[src/rtl/barrel_shift_sequencer_if.sv]
// Command, shifter and result bus of barrel_shift_sequencer.
// master = sequencer side, slave = environment (producer, shifter, consumer).
interface barrel_shift_sequencer_if #(parameter int DEPTH = 4);
   logic                     flush;
   logic                     in_valid, in_ready;
   logic                     in_select, in_direction;
   logic [1:0]               in_shift_value;
   logic [3:0]               in_din;
   logic                     bs_select, bs_direction;
   logic [1:0]               bs_shift_value;
   logic [3:0]               bs_din, bs_dout;
   logic                     out_valid, out_ready;
   logic [3:0]               out_data, out_din;
   logic [$clog2(DEPTH):0]   level;
`ifdef BARREL_SEQ_COUNT_EN
   logic [15:0]              op_count;
`endif

   modport master (
      input  flush, in_valid, in_select, in_direction, in_shift_value, in_din,
             bs_dout, out_ready,
      output in_ready, bs_select, bs_direction, bs_shift_value, bs_din,
             out_valid, out_data, out_din, level
`ifdef BARREL_SEQ_COUNT_EN
      , output op_count
`endif
   );

   modport slave (
      output flush, in_valid, in_select, in_direction, in_shift_value, in_din,
             bs_dout, out_ready,
      input  in_ready, bs_select, bs_direction, bs_shift_value, bs_din,
             out_valid, out_data, out_din, level
`ifdef BARREL_SEQ_COUNT_EN
      , input op_count
`endif
   );
endinterface

[src/rtl/barrel_shift_sequencer.sv]
// Command FIFO + registered result slot wrapped around a combinational barrel shifter.
// Optional BARREL_SEQ_COUNT_EN adds a 16-bit result-handshake counter (op_count).
module barrel_shift_sequencer #(
   parameter int DEPTH = 4
) (
   input  logic                     clk,
   input  logic                     rst_n,
   barrel_shift_sequencer_if.master bus
);
   localparam int AW = $clog2(DEPTH);

   typedef struct packed {
      logic       sel;
      logic       dir;
      logic [1:0] amt;
      logic [3:0] din;
   } cmd_t;

   typedef enum logic {SLOT_EMPTY, SLOT_FULL} slot_t;

   cmd_t          mem [DEPTH];
   cmd_t          head;
   logic [AW:0]   wptr, rptr;
   logic          full, empty, push, pop, hs;
   slot_t         slot;
   logic [3:0]    out_data_q, out_din_q;

   assign full  = (wptr[AW] != rptr[AW]) && (wptr[AW-1:0] == rptr[AW-1:0]);
   assign empty = (wptr == rptr);
   assign hs    = (slot == SLOT_FULL) && bus.out_ready;
   assign push  = bus.in_valid && bus.in_ready;
   // in_ready already excludes flush; pop must be masked explicitly
   assign pop   = !empty && ((slot == SLOT_EMPTY) || bus.out_ready) && !bus.flush;
   assign head  = mem[rptr[AW-1:0]];

   assign bus.in_ready  = !full && !bus.flush;
   assign bus.level     = wptr - rptr;
   assign bus.out_valid = (slot == SLOT_FULL);
   assign bus.out_data  = out_data_q;
   assign bus.out_din   = out_din_q;

   always_comb begin
      bus.bs_select      = 1'b0;
      bus.bs_direction   = 1'b0;
      bus.bs_shift_value = 2'd0;
      bus.bs_din         = 4'd0;
      if (!empty) begin
         bus.bs_select      = head.sel;
         bus.bs_direction   = head.dir;
         bus.bs_shift_value = head.amt;
         bus.bs_din         = head.din;
      end
   end

   always_ff @(posedge clk) begin
      if (push)
         mem[wptr[AW-1:0]] <= '{sel: bus.in_select, dir: bus.in_direction,
                                amt: bus.in_shift_value, din: bus.in_din};
   end

   always_ff @(posedge clk or negedge rst_n) begin
      if (!rst_n) begin
         wptr <= '0;
         rptr <= '0;
      end else if (bus.flush) begin
         wptr <= '0;
         rptr <= '0;
      end else begin
         if (push) wptr <= wptr + (AW+1)'(1);
         if (pop)  rptr <= rptr + (AW+1)'(1);
      end
   end

   // Result slot: a pop always refills it, so drain only happens with the FIFO empty
   always_ff @(posedge clk or negedge rst_n) begin
      if (!rst_n) begin
         slot       <= SLOT_EMPTY;
         out_data_q <= 4'd0;
         out_din_q  <= 4'd0;
      end else if (bus.flush) begin
         slot <= SLOT_EMPTY;
      end else begin
         case (slot)
            SLOT_EMPTY: if (pop) begin
               slot       <= SLOT_FULL;
               out_data_q <= bus.bs_dout;
               out_din_q  <= head.din;
            end
            SLOT_FULL: if (pop) begin
               out_data_q <= bus.bs_dout;
               out_din_q  <= head.din;
            end else if (hs) begin
               slot <= SLOT_EMPTY;
            end
            default: slot <= SLOT_EMPTY;
         endcase
      end
   end

`ifdef BARREL_SEQ_COUNT_EN
   logic [15:0] cnt;
   assign bus.op_count = cnt;

   // Not cleared by flush: counts every result handshake since reset
   always_ff @(posedge clk or negedge rst_n) begin
      if (!rst_n)  cnt <= 16'd0;
      else if (hs) cnt <= cnt + 16'd1;
   end
`endif
endmodule

[src/flat_wrapper.sv]
// flat-port wrapper written by rule: the top's interface ports become plain ports
module barrel_shift_sequencer_flat 
#(
   parameter int DEPTH = 4
)
  (clk, rst_n, bus_flush, bus_in_valid, bus_in_select, bus_in_direction, bus_in_shift_value, bus_in_din, bus_bs_dout, bus_out_ready, bus_in_ready, bus_bs_select, bus_bs_direction, bus_bs_shift_value, bus_bs_din, bus_out_valid, bus_out_data, bus_out_din, bus_level);
  barrel_shift_sequencer_if #(.DEPTH(DEPTH)) bus_i ();
  input  logic clk;
  input  logic rst_n;
  input wire logic [$bits(bus_i.flush)-1:0] bus_flush;
  input wire logic [$bits(bus_i.in_valid)-1:0] bus_in_valid;
  input wire logic [$bits(bus_i.in_select)-1:0] bus_in_select;
  input wire logic [$bits(bus_i.in_direction)-1:0] bus_in_direction;
  input wire logic [$bits(bus_i.in_shift_value)-1:0] bus_in_shift_value;
  input wire logic [$bits(bus_i.in_din)-1:0] bus_in_din;
  input wire logic [$bits(bus_i.bs_dout)-1:0] bus_bs_dout;
  input wire logic [$bits(bus_i.out_ready)-1:0] bus_out_ready;
  output wire logic [$bits(bus_i.in_ready)-1:0] bus_in_ready;
  output wire logic [$bits(bus_i.bs_select)-1:0] bus_bs_select;
  output wire logic [$bits(bus_i.bs_direction)-1:0] bus_bs_direction;
  output wire logic [$bits(bus_i.bs_shift_value)-1:0] bus_bs_shift_value;
  output wire logic [$bits(bus_i.bs_din)-1:0] bus_bs_din;
  output wire logic [$bits(bus_i.out_valid)-1:0] bus_out_valid;
  output wire logic [$bits(bus_i.out_data)-1:0] bus_out_data;
  output wire logic [$bits(bus_i.out_din)-1:0] bus_out_din;
  output wire logic [$bits(bus_i.level)-1:0] bus_level;
  assign bus_i.flush = bus_flush;
  assign bus_i.in_valid = bus_in_valid;
  assign bus_i.in_select = bus_in_select;
  assign bus_i.in_direction = bus_in_direction;
  assign bus_i.in_shift_value = bus_in_shift_value;
  assign bus_i.in_din = bus_in_din;
  assign bus_i.bs_dout = bus_bs_dout;
  assign bus_i.out_ready = bus_out_ready;
  assign bus_in_ready = bus_i.in_ready;
  assign bus_bs_select = bus_i.bs_select;
  assign bus_bs_direction = bus_i.bs_direction;
  assign bus_bs_shift_value = bus_i.bs_shift_value;
  assign bus_bs_din = bus_i.bs_din;
  assign bus_out_valid = bus_i.out_valid;
  assign bus_out_data = bus_i.out_data;
  assign bus_out_din = bus_i.out_din;
  assign bus_level = bus_i.level;
  barrel_shift_sequencer #(.DEPTH(DEPTH)) u_core (.clk(clk), .rst_n(rst_n), .bus(bus_i));
endmodule
[config.mk]
export PLATFORM = sky130hd
export DESIGN_NAME = barrel_shift_sequencer_flat
export DESIGN_NICKNAME = d
export VERILOG_FILES = /design/src/rtl/barrel_shift_sequencer_if.sv /design/src/rtl/barrel_shift_sequencer.sv /design/src/flat_wrapper.sv
export SDC_FILE = /design/constraint.sdc
export NUM_CORES = 1
export LEC_CHECK = 0
export ABC_AREA = 1
export BUFFER_PORTS_ARGS = -buffer_cell sky130_fd_sc_hd__buf_2
export CORE_ASPECT_RATIO = 1.4
export CORE_MARGIN = 3
export CORE_UTILIZATION = 40
export CTS_BUF_LIST = sky130_fd_sc_hd__clkbuf_16
export DETAILED_ROUTE_END_ITERATION = 16
export SYNTH_ARGS = -nofsm -noshare
export SYNTH_HDL_FRONTEND = slang
export SYNTH_SLANG_ARGS = --single-unit
[constraint.sdc]
create_clock -name clk -period 2.85 [get_ports clk]
set_clock_uncertainty 0.2 [all_clocks]
set_input_delay 0.57 -clock clk [delete_from_list [all_inputs] [get_ports clk]]
set_output_delay 0.57 -clock clk [all_outputs]
set_load 0.05 [all_outputs]
==> results of run 1 <==
[area by class of cell]
type	instances	area (sq um)
tap	66	82.6
multi-input combinational	126	668
clock inverter	3	22.5
timing repair buffer	46	255
inverter	35	131
fill	477	2620
sequential	47	1340
clock buffer	5	125
[power by group]
part / internal [W] / total, W / switching, W
Sequential: 0.000827 / 0.000885 / 0.0000579
Clock: 0.000328 / 0.000570 / 0.000243
Combinational: 0.000337 / 0.00142 / 0.00109
[state kept, by name, summed over array words and instances, names as in the netlist]
name,cells
u_core.mem,32
u_core.bus.out_data,4
u_core.bus.out_din,4
u_core.rptr,3
u_core.wptr,3
u_core.bus.out_valid,1
[worst paths after layout]
path | from | endpoint | slack [ns]
worst min register to register | u_core.bus.out_din[3] | u_core.bus.out_din[3] | 0.29
min in group asynchronous | rst_n | u_core.bus.out_data[2] | 0.51
worst max register to register | u_core.rptr[1] | u_core.mem[0][4] | 0.57
worst max-delay path | u_core.rptr[1] | bus_in_ready | 0.24
worst min-delay path | u_core.bus.out_din[3] | u_core.bus.out_din[3] | 0.29
max in group asynchronous | rst_n | u_core.wptr[1] | 1.69
[placed cells by master (no fill, tap or decap), types with 7 or more instances in the layout]
cell type  count
edfxtp_1      32
nor2_1        21
buf_4          8
a21oi_1        8
dfrtp_1       15
ha_1           7
nand2_1       39
inv_1         34
buf_2         37
nand3_1       23
o21ai_0        9
[worst max-delay path, delay by kind of cell, from the launching register on]
family,cells,cell delay (ns)
compound gates,1,0.17
fa+ha+maj,1,0.31
buf+inv,3,0.52
flops,1,0.43
simple gates,1,0.13
[kinds of logic after synthesis]
kind of cell / synth area share, %
buffers and inverters: 8.09
AND/OR/NAND/NOR: 18.5
XOR/XNOR: 1.21
flip-flops: 61.3
AO/OA/AOI/OAI: 6.02
adder cells (fa/ha/maj): 4.93
[metrics by stage]
step           worst slack (ns)  hold slack [ns]  cell area (sq um)  utilization (%)
3_3_place_gp              0.574            0.266               2460             47.0
3_5_place_dp              0.542            0.271               2460             47.0
5_1_grt                   0.113            0.297               2620             50.1
4_1_cts                   0.230            0.287               2620             50.1
2_1_floorplan            0.0860           0.0744               2180                -
6_report                  0.243            0.291               2620             50.1
[layer usage]
metal / vias to the layer above / track usage, %
li1: 785 / -
met1: 682 / 16.5
met2: 34 / 24.9
met3: 7 / 4.09
met4: 0 / 4.98
met5: - / 0
[what timing repair did]
item,4_1_cts,5_1_grt
hold buffers,1,0
buffers inserted,0,0
hold endpoints to repair,15,0
==> out/results.tsv, run 1 <==
stage	metric	value	unit
floorplan	die_area	6390	sq um
place	io_buffers	37	
routing	dr.first_iter.drc_count	82	
sta	hold_viol	0	
routing	dr_wl_met2	2.11	mm
routing	wl_met1	1.76	mm
finish	drive_gt1_share	23.3	%
synthesis	ys_types	21	
setup_path	rr_worst_depth	8	
floorplan	die_h	93.4	microns
floorplan	die_w	68.4	microns
routing	wirelength	4.12	mm
place	place_inst	319	
synthesis	yosys.cell_count.top_type	nand2_1	
cts	cts_tree	done	
sta	post-route-period-util	91.5	%
routing	vias_per_cell	4.60	
sta	fin_tns_setup	0	ns
power_and_ir_drop	p_leak	1.26	nW
synthesis	synthTopCellsByCount	nand2_1, inv_1, edfxtp_1	
routing	ant_nets	0	
synthesis	synth-main-ff-cell	edfxtp_1	
global_route	grt_pass1_wl	6.74	mm
setup_path	criticalPathCategory	reg2out	
synthesis	synth_top_area_cell	edfxtp_1	
setup_path	path_cells	clkinv_1 > ha_1 > nand2_1 > inv_1 > a21oi_4 > buf_2	
synthesis	synth_seq_cells	47	
sta	maxSlewViolCount	0	
routing	wl_met3	179	microns
global_route	grt_overflow	0	
synthesis	async_reset_ff_share	31.9	%
synthesis	synth_area	2180	sq um
cts	clk_latency	0.28	ns
cts	cts_root_buf	clkbuf_16	
setup_path	cp-end-kind	output port	
power_and_ir_drop	power.total	0.00288	W
sta	rsz0062_at_grt	no	
setup_path	cpMaxStageDelayCell	dfrtp_1	
synthesis	ys_warn_count	0	
floorplan	row_count	31	
setup_path	path_max_fanout	4	
finish	finalNonFillerCells	328	
flow_run	cap_violations	0	
setup_path	slowest_delay	0.43	ns
routing	drc	0	
global_route	grt_max_degree	20	
floorplan	ios	38	
sta	slew_headroom	77.4	%
run_status	status	complete, no violations	
synthesis	synth_area_per_cell	10.2	sq um
cts	cts_resized	0	
floorplan	fp.coreArea	5240	sq um
sta	final.min_clock_period	2.61	ns
finish	area_growth	20.2	%
power_and_ir_drop	power_density	1100	nW/um^2
sta	max_freq	384	MHz
synthesis	ys_seq_area_share	61.3	%
sta	tightest_slew	0.340	ns
hold_path	whs_path_depth	2	
finish	num_antenna_cells	0	
synthesis	synth_edf_count	32	
cts	cts_num_sinks	47	
routing	top_layer	met4	
setup_path	arrival	1.84	ns
cts	clk_pin_slew	0.06	ns
setup_path	critPathRequiredTime	2.08	ns
synthesis	synth_top_area_share	44.1	%
synthesis	synth_nets	239	
synthesis	synth_cells	214	
sta	setup_viol	0	
routing	vias	1508	
hold_path	hold_class	reg2reg	
floorplan	start_util	41.6	%
synthesis	ys_top_cells_by_area	edfxtp_1, dfrtp_1, nand2_1, inv_1, nand3_1	
global_route	grt.total_usage	14.4	%
place	place.gp.congestion	0.747	
place	hpwl	2.93	mm
cts	cts.htree.levels	2	
cts	numCtsBuffers	5	
finish	fin_nets	286	
global_route	antenna_found_initial	0	
power_and_ir_drop	ir_drop	452	uV
routing	first_pass_iters	4	
setup_path	cp-start-kind	register	
routing	wl_per_cell	12.6	microns
cts	clock_path_buffers	2	
global_route	grt_pass1_vias	1455	
Power figures use the tool's default switching activity.
==> run 2, diff against run 1 <==
==> constraint.sdc (replaced) <==
create_clock -name clk -period 2.1 [get_ports clk]
set_clock_uncertainty 0.2 [all_clocks]
set_input_delay 0.42 -clock clk [delete_from_list [all_inputs] [get_ports clk]]
set_output_delay 0.42 -clock clk [all_outputs]
set_load 0.05 [all_outputs]
==> out/results.tsv, run 2 (synthesis results as in run 1) <==
stage	metric	value	unit
routing	vias	1617	
global_route	antenna_found_initial	0	
power_and_ir_drop	p_leak	1.40	nW
hold_path	hold_class	in2reg	
routing	first_pass_iters	4	
floorplan	fp.coreArea	5240	sq um
global_route	grt.total_usage	16.1	%
power_and_ir_drop	power.total	0.00481	W
routing	drc	0	
sta	tightest_slew	0.356	ns
sta	final.min_clock_period	2.22	ns
routing	dr.first_iter.drc_count	82	
routing	ant_nets	0	
setup_path	path_max_fanout	6	
sta	max_freq	451	MHz
setup_path	slowest_delay	0.41	ns
floorplan	die_area	6390	sq um
floorplan	die_h	93.4	microns
routing	wirelength	4.71	mm
sta	maxSlewViolCount	0	
cts	cts_root_buf	clkbuf_16	
finish	layout.cells.most_common	nand2_1	
sta	hold_ws	0.145	ns
finish	area_growth	44.6	%
sta	rsz0062_at_grt	yes	
setup_path	path_cells	buf_6 > clkinvlp_4 > o21ai_0 > a21oi_4 > buf_6	
setup_path	arrival	1.60	ns
place	placed_cell_area	2710	sq um
cts	clock_path_buffers	2	
sta	setup_viol	10	
power_and_ir_drop	ir_drop	659	uV
sta	slew_headroom	76.3	%
routing	vias_per_cell	4.71	
global_route	grt_pass1_vias	1603	
floorplan	ios	38	
cts	numCtsBuffers	5	
run_status	violations	negative setup slack	
finish	fin_nets	301	
routing	wl_per_cell	13.7	microns
setup_path	criticalPathCategory	reg2out	
global_route	grt_pass1_wl	7.45	mm
cts	cts.htree.levels	2	
power_and_ir_drop	power_density	1530	nW/um^2
place	hpwl	3.27	mm
place	io_buffers	37	
flow_run	cap_violations	0	
place	place.gp.congestion	0.777	
setup_path	critPathRequiredTime	1.48	ns
global_route	grt_max_degree	17	
sta	post-route-period-util	106	%
setup_path	cp-start-kind	register	
sta	fin_tns_setup	-1.05	ns
finish	drive_gt1_share	43.0	%
sta	fin_ws	-0.120	ns
sta	hold_viol	0	
setup_path	crit_top_cell	buf_6	
finish	final_area	3150	sq um
cts	cts_num_sinks	47	
global_route	grt_overflow	0	
finish	num_antenna_cells	0	
cts	clk_latency	0.29	ns
cts	clk_pin_slew	0.06	ns
floorplan	die_w	68.4	microns
floorplan	row_count	31	
floorplan	start_util	41.6	%
setup_path	cp-end-kind	output port	
finish	layout_common_cells	nand2_1, edfxtp_1, inv_1	
finish	largest_register_ffs	32	
cts	cts_tree	done	
setup_path	cpMaxStageDelayCell	dfrtp_1	
run_status	status	complete, but fails checks	
-- run 2: metal layers --
layer | up-vias | wire length (microns) | part of all wire, % | track usage, %
li1 | 818 | - | - | -
met1 | 757 | 1930 | 41 | 18.6
met5 | - | 0 | 0 | 0
met4 | 0 | 87 | 1.8 | 6.30
met2 | 35 | 2510 | 53 | 27.5
met3 | 7 | 181 | 3.8 | 4.09
-- run 2: worst paths after layout --
path / start / endpoint / slack (ns) / cells after the start
min in group asynchronous: rst_n / u_core.bus.out_din[2] / 0.39 / 2
max in group asynchronous: rst_n / u_core.rptr[1] / 1.03 / 2
worst max-delay path: u_core.rptr[0] / bus_bs_direction / -0.12 / 5
worst min-delay path: bus_in_shift_value[0] / u_core.mem[3][4] / 0.15 / 1
worst max register to register: u_core.rptr[1] / u_core.mem[0][1] / 0.18 / 7
worst min register to register: u_core.bus.out_din[3] / u_core.bus.out_din[3] / 0.28 / 2
-- run 2: area by class of cell --
| type | instances | area [sq um] |
|---|---|---|
| repair inverters | 1 | 7.51 |
| clock inverters | 3 | 18.8 |
| well taps | 66 | 82.6 |
| clock buffers | 5 | 125 |
| fillers | 432 | 2080 |
| flip-flops and latches | 47 | 1340 |
| inverters | 35 | 143 |
| multi-input cells | 126 | 960 |
| repair buffers | 60 | 478 |
-- run 2: what timing repair did --
item | 4_1_cts | 5_1_grt
buffers inserted | 4 | 1
resized for setup | 54 | 19
hold endpoints to repair | 15 | 0
gates cloned | 1 | 0
endpoints found under the setup margin | 27 | 11
hold buffers | 1 | 0
pin swaps | 6 | 7
-- run 2: power breakdown --
part	switching [W]	internal [W]
Sequential	0.0000718	0.00112
Clock	0.000332	0.000441
Combinational	0.00184	0.00100
-- run 2: through the flow --
step | setup slack [ns] | instances | utilization, %
6_report | -0.120 | 343 | 60.2
5_1_grt | -0.180 | 343 | 60.2
4_1_cts | -0.151 | 342 | 59.0
3_5_place_dp | -0.0826 | 328 | 51.7
3_3_place_gp | -0.0688 | 328 | 51.7
2_1_floorplan | 0.00334 | 214 | -
-- run 2: worst max-delay path: cells and delay by family (launching register included) --
kind	cells	cell delay, ns
AOI/OAI and AO/OA	2	0.41
buffers and inverters	3	0.49
DFF	1	0.41
==> run 3, diff against run 2 <==
--- a/config.mk
+++ b/config.mk
@@ -7,11 +7,14 @@
 export LEC_CHECK = 0
 export ABC_AREA = 1
 export BUFFER_PORTS_ARGS = -buffer_cell sky130_fd_sc_hd__buf_2
+export CELL_PAD_IN_SITES_DETAIL_PLACEMENT = 2
+export CELL_PAD_IN_SITES_GLOBAL_PLACEMENT = 2
 export CORE_ASPECT_RATIO = 1.4
 export CORE_MARGIN = 3
-export CORE_UTILIZATION = 40
+export CORE_UTILIZATION = 31
 export CTS_BUF_LIST = sky130_fd_sc_hd__clkbuf_16
 export DETAILED_ROUTE_END_ITERATION = 16
+export PLACE_DENSITY_LB_ADDON = 0.1
 export SYNTH_ARGS = -nofsm -noshare
 export SYNTH_HDL_FRONTEND = slang
 export SYNTH_SLANG_ARGS = --single-unit
==> out/results.tsv, run 3 (synthesis results as in run 1) <==
stage	metric	value	unit
hold_path	hold_class	in2reg	
setup_path	arrival	1.63	ns
sta	hold_viol	0	
power_and_ir_drop	power_density	1520	nW/um^2
cts	clk_latency	0.28	ns
global_route	grt_max_degree	16	
routing	vias	1723	
cts	numCtsBuffers	5	
global_route	antenna_found_initial	0	
routing	vias_per_cell	4.58	
sta	tightest_slew	0.363	ns
place	hpwl	4.28	mm
place	dp_slack	-0.127	ns
floorplan	die_w	76.9	microns
finish	fin_nets	308	
place	place_inst	356	
power_and_ir_drop	p_int	0.00265	W
floorplan	die_h	105	microns
cts	clk_pin_slew	0.07	ns
setup_path	cp-end-kind	output port	
power_and_ir_drop	p_seq_share	24.0	%
global_route	grt_pass1_vias	2039	
sta	slew_headroom	75.8	%
routing	dr.first_iter.drc_count	110	
sta	max_freq	444	MHz
finish	area_growth	50.8	%
floorplan	fp.coreArea	6700	sq um
finish	finalNonFillerCells	376	
power_and_ir_drop	p_sw	0.00236	W
sta	final.min_clock_period	2.25	ns
floorplan	row_count	35	
power_and_ir_drop	combPwrFrac	60.4	%
power_and_ir_drop	power_frac_clock	15.6	%
routing	ant_nets	0	
sta	fin_tns_setup	-1.32	ns
power_and_ir_drop	ir_drop	734	uV
run_status	status	complete, but fails checks	
place	place.gp.congestion	0.695	
setup_path	criticalPathCategory	reg2out	
setup_path	cp-start-kind	register	
flow_run	cap_violations	0	
routing	wl_per_cell	17.3	microns
power_and_ir_drop	p_leak	1.44	nW
finish	largest_register_ffs	32	
finish	drive_gt1_share	44.7	%
sta	setup_viol	10	
global_route	grt_pass1_wl	11.1	mm
floorplan	die_area	8090	sq um
cts	cts_tree	done	
setup_path	critPathRequiredTime	1.48	ns
power_and_ir_drop	netSwitchingFraction	47.1	%
sta	rsz0062_at_grt	yes	
sta	fin_ws	-0.155	ns
cts	cts.htree.levels	2	
routing	wirelength	6.49	mm
global_route	grt_overflow	0	
finish	num_antenna_cells	0	
setup_path	path_max_fanout	2	
routing	drc	0	
cts	clock_path_buffers	2	
run_status	violations	negative setup slack	
sta	maxSlewViolCount	0	
floorplan	start_util	32.5	%
finish	layout.cells.most_common	edfxtp_1	
floorplan	ios	38	
cts	cts_root_buf	clkbuf_16	
global_route	grt.total_usage	17.8	%
finish	layout_common_cells	edfxtp_1, inv_1, nand2_1	
routing	first_pass_iters	4	
sta	post-route-period-util	107	%
place	io_buffers	37	
cts	cts_num_sinks	47	
## run 3: cell types whose count changed in the layout (fill, tap and decap cells not counted), sizes merged
cell / change
buf: +7
## run 3: final timing paths
check	depth (start not counted)	slack [ns]	end	startpoint
max in group asynchronous	2	1.04	u_core.rptr[1]	rst_n
min in group asynchronous	2	0.37	u_core.bus.out_data[1]	rst_n
setup reg to reg	7	0.15	u_core.mem[0][6]	u_core.rptr[1]
hold reg to reg	2	0.29	u_core.bus.out_din[2]	u_core.bus.out_din[2]
hold / removal	1	0.16	u_core.mem[2][6]	bus_in_direction
setup / recovery	4	-0.15	bus_level[1]	u_core.rptr[0]
## run 3: per-stage QoR
stage               hold WS, ns  total power (W)  area (sq um)  util, %
detailed placement        0.159          0.00363          2790     41.7
global placement          0.162          0.00358          2790     41.7
global route              0.154          0.00529          3290     49.1
CTS                       0.149          0.00501          3240     48.4
finish                    0.156          0.00500          3290     49.1
floorplan               -0.0756          0.00300          2350        -
## run 3: power groups by stage
stage               Clock [W]  Combinational, W  Sequential [W]
finish               0.000783           0.00302         0.00120
global route         0.000839           0.00323         0.00122
CTS                  0.000796           0.00301         0.00120
detailed placement          0           0.00242         0.00121
global placement            0           0.00237         0.00121
floorplan                   0           0.00151         0.00150
## run 3: layout make-up
cell class	count	area, sq um
clock buffers	5	125
well taps	92	115
clock inverters	3	17.5
flip-flops and latches	47	1340
repair inverters	1	7.51
multi-input cells	126	967
fillers	679	3410
inverters	35	143
repair buffers	67	576
## run 3: per-layer routing
metal  vias up  GRT usage, %  part of all wire (%)
met1       866          20.5                    39
met3         4          3.33                   2.8
met5         -             0                     0
met2        26          33.7                    58
li1        827             -                     -
met4         0          4.27                  0.60
## run 3: critical path, cell delays in order, from the launching register on
cell and delay [ns]:
dfrtp_1 0.42, ha_4 0.18, fa_2 0.57, inv_2 0.04
buf_6 0.14
## run 3: timing repair
action                                 CTS  global route
setup endpoints to repair               19            11
setup buffers                            7             2
endpoints found under the hold margin   15             0
pin swaps                               14             6
cloned                                   2             0
hold buffers                             1             0
gates resized for setup                 65             8
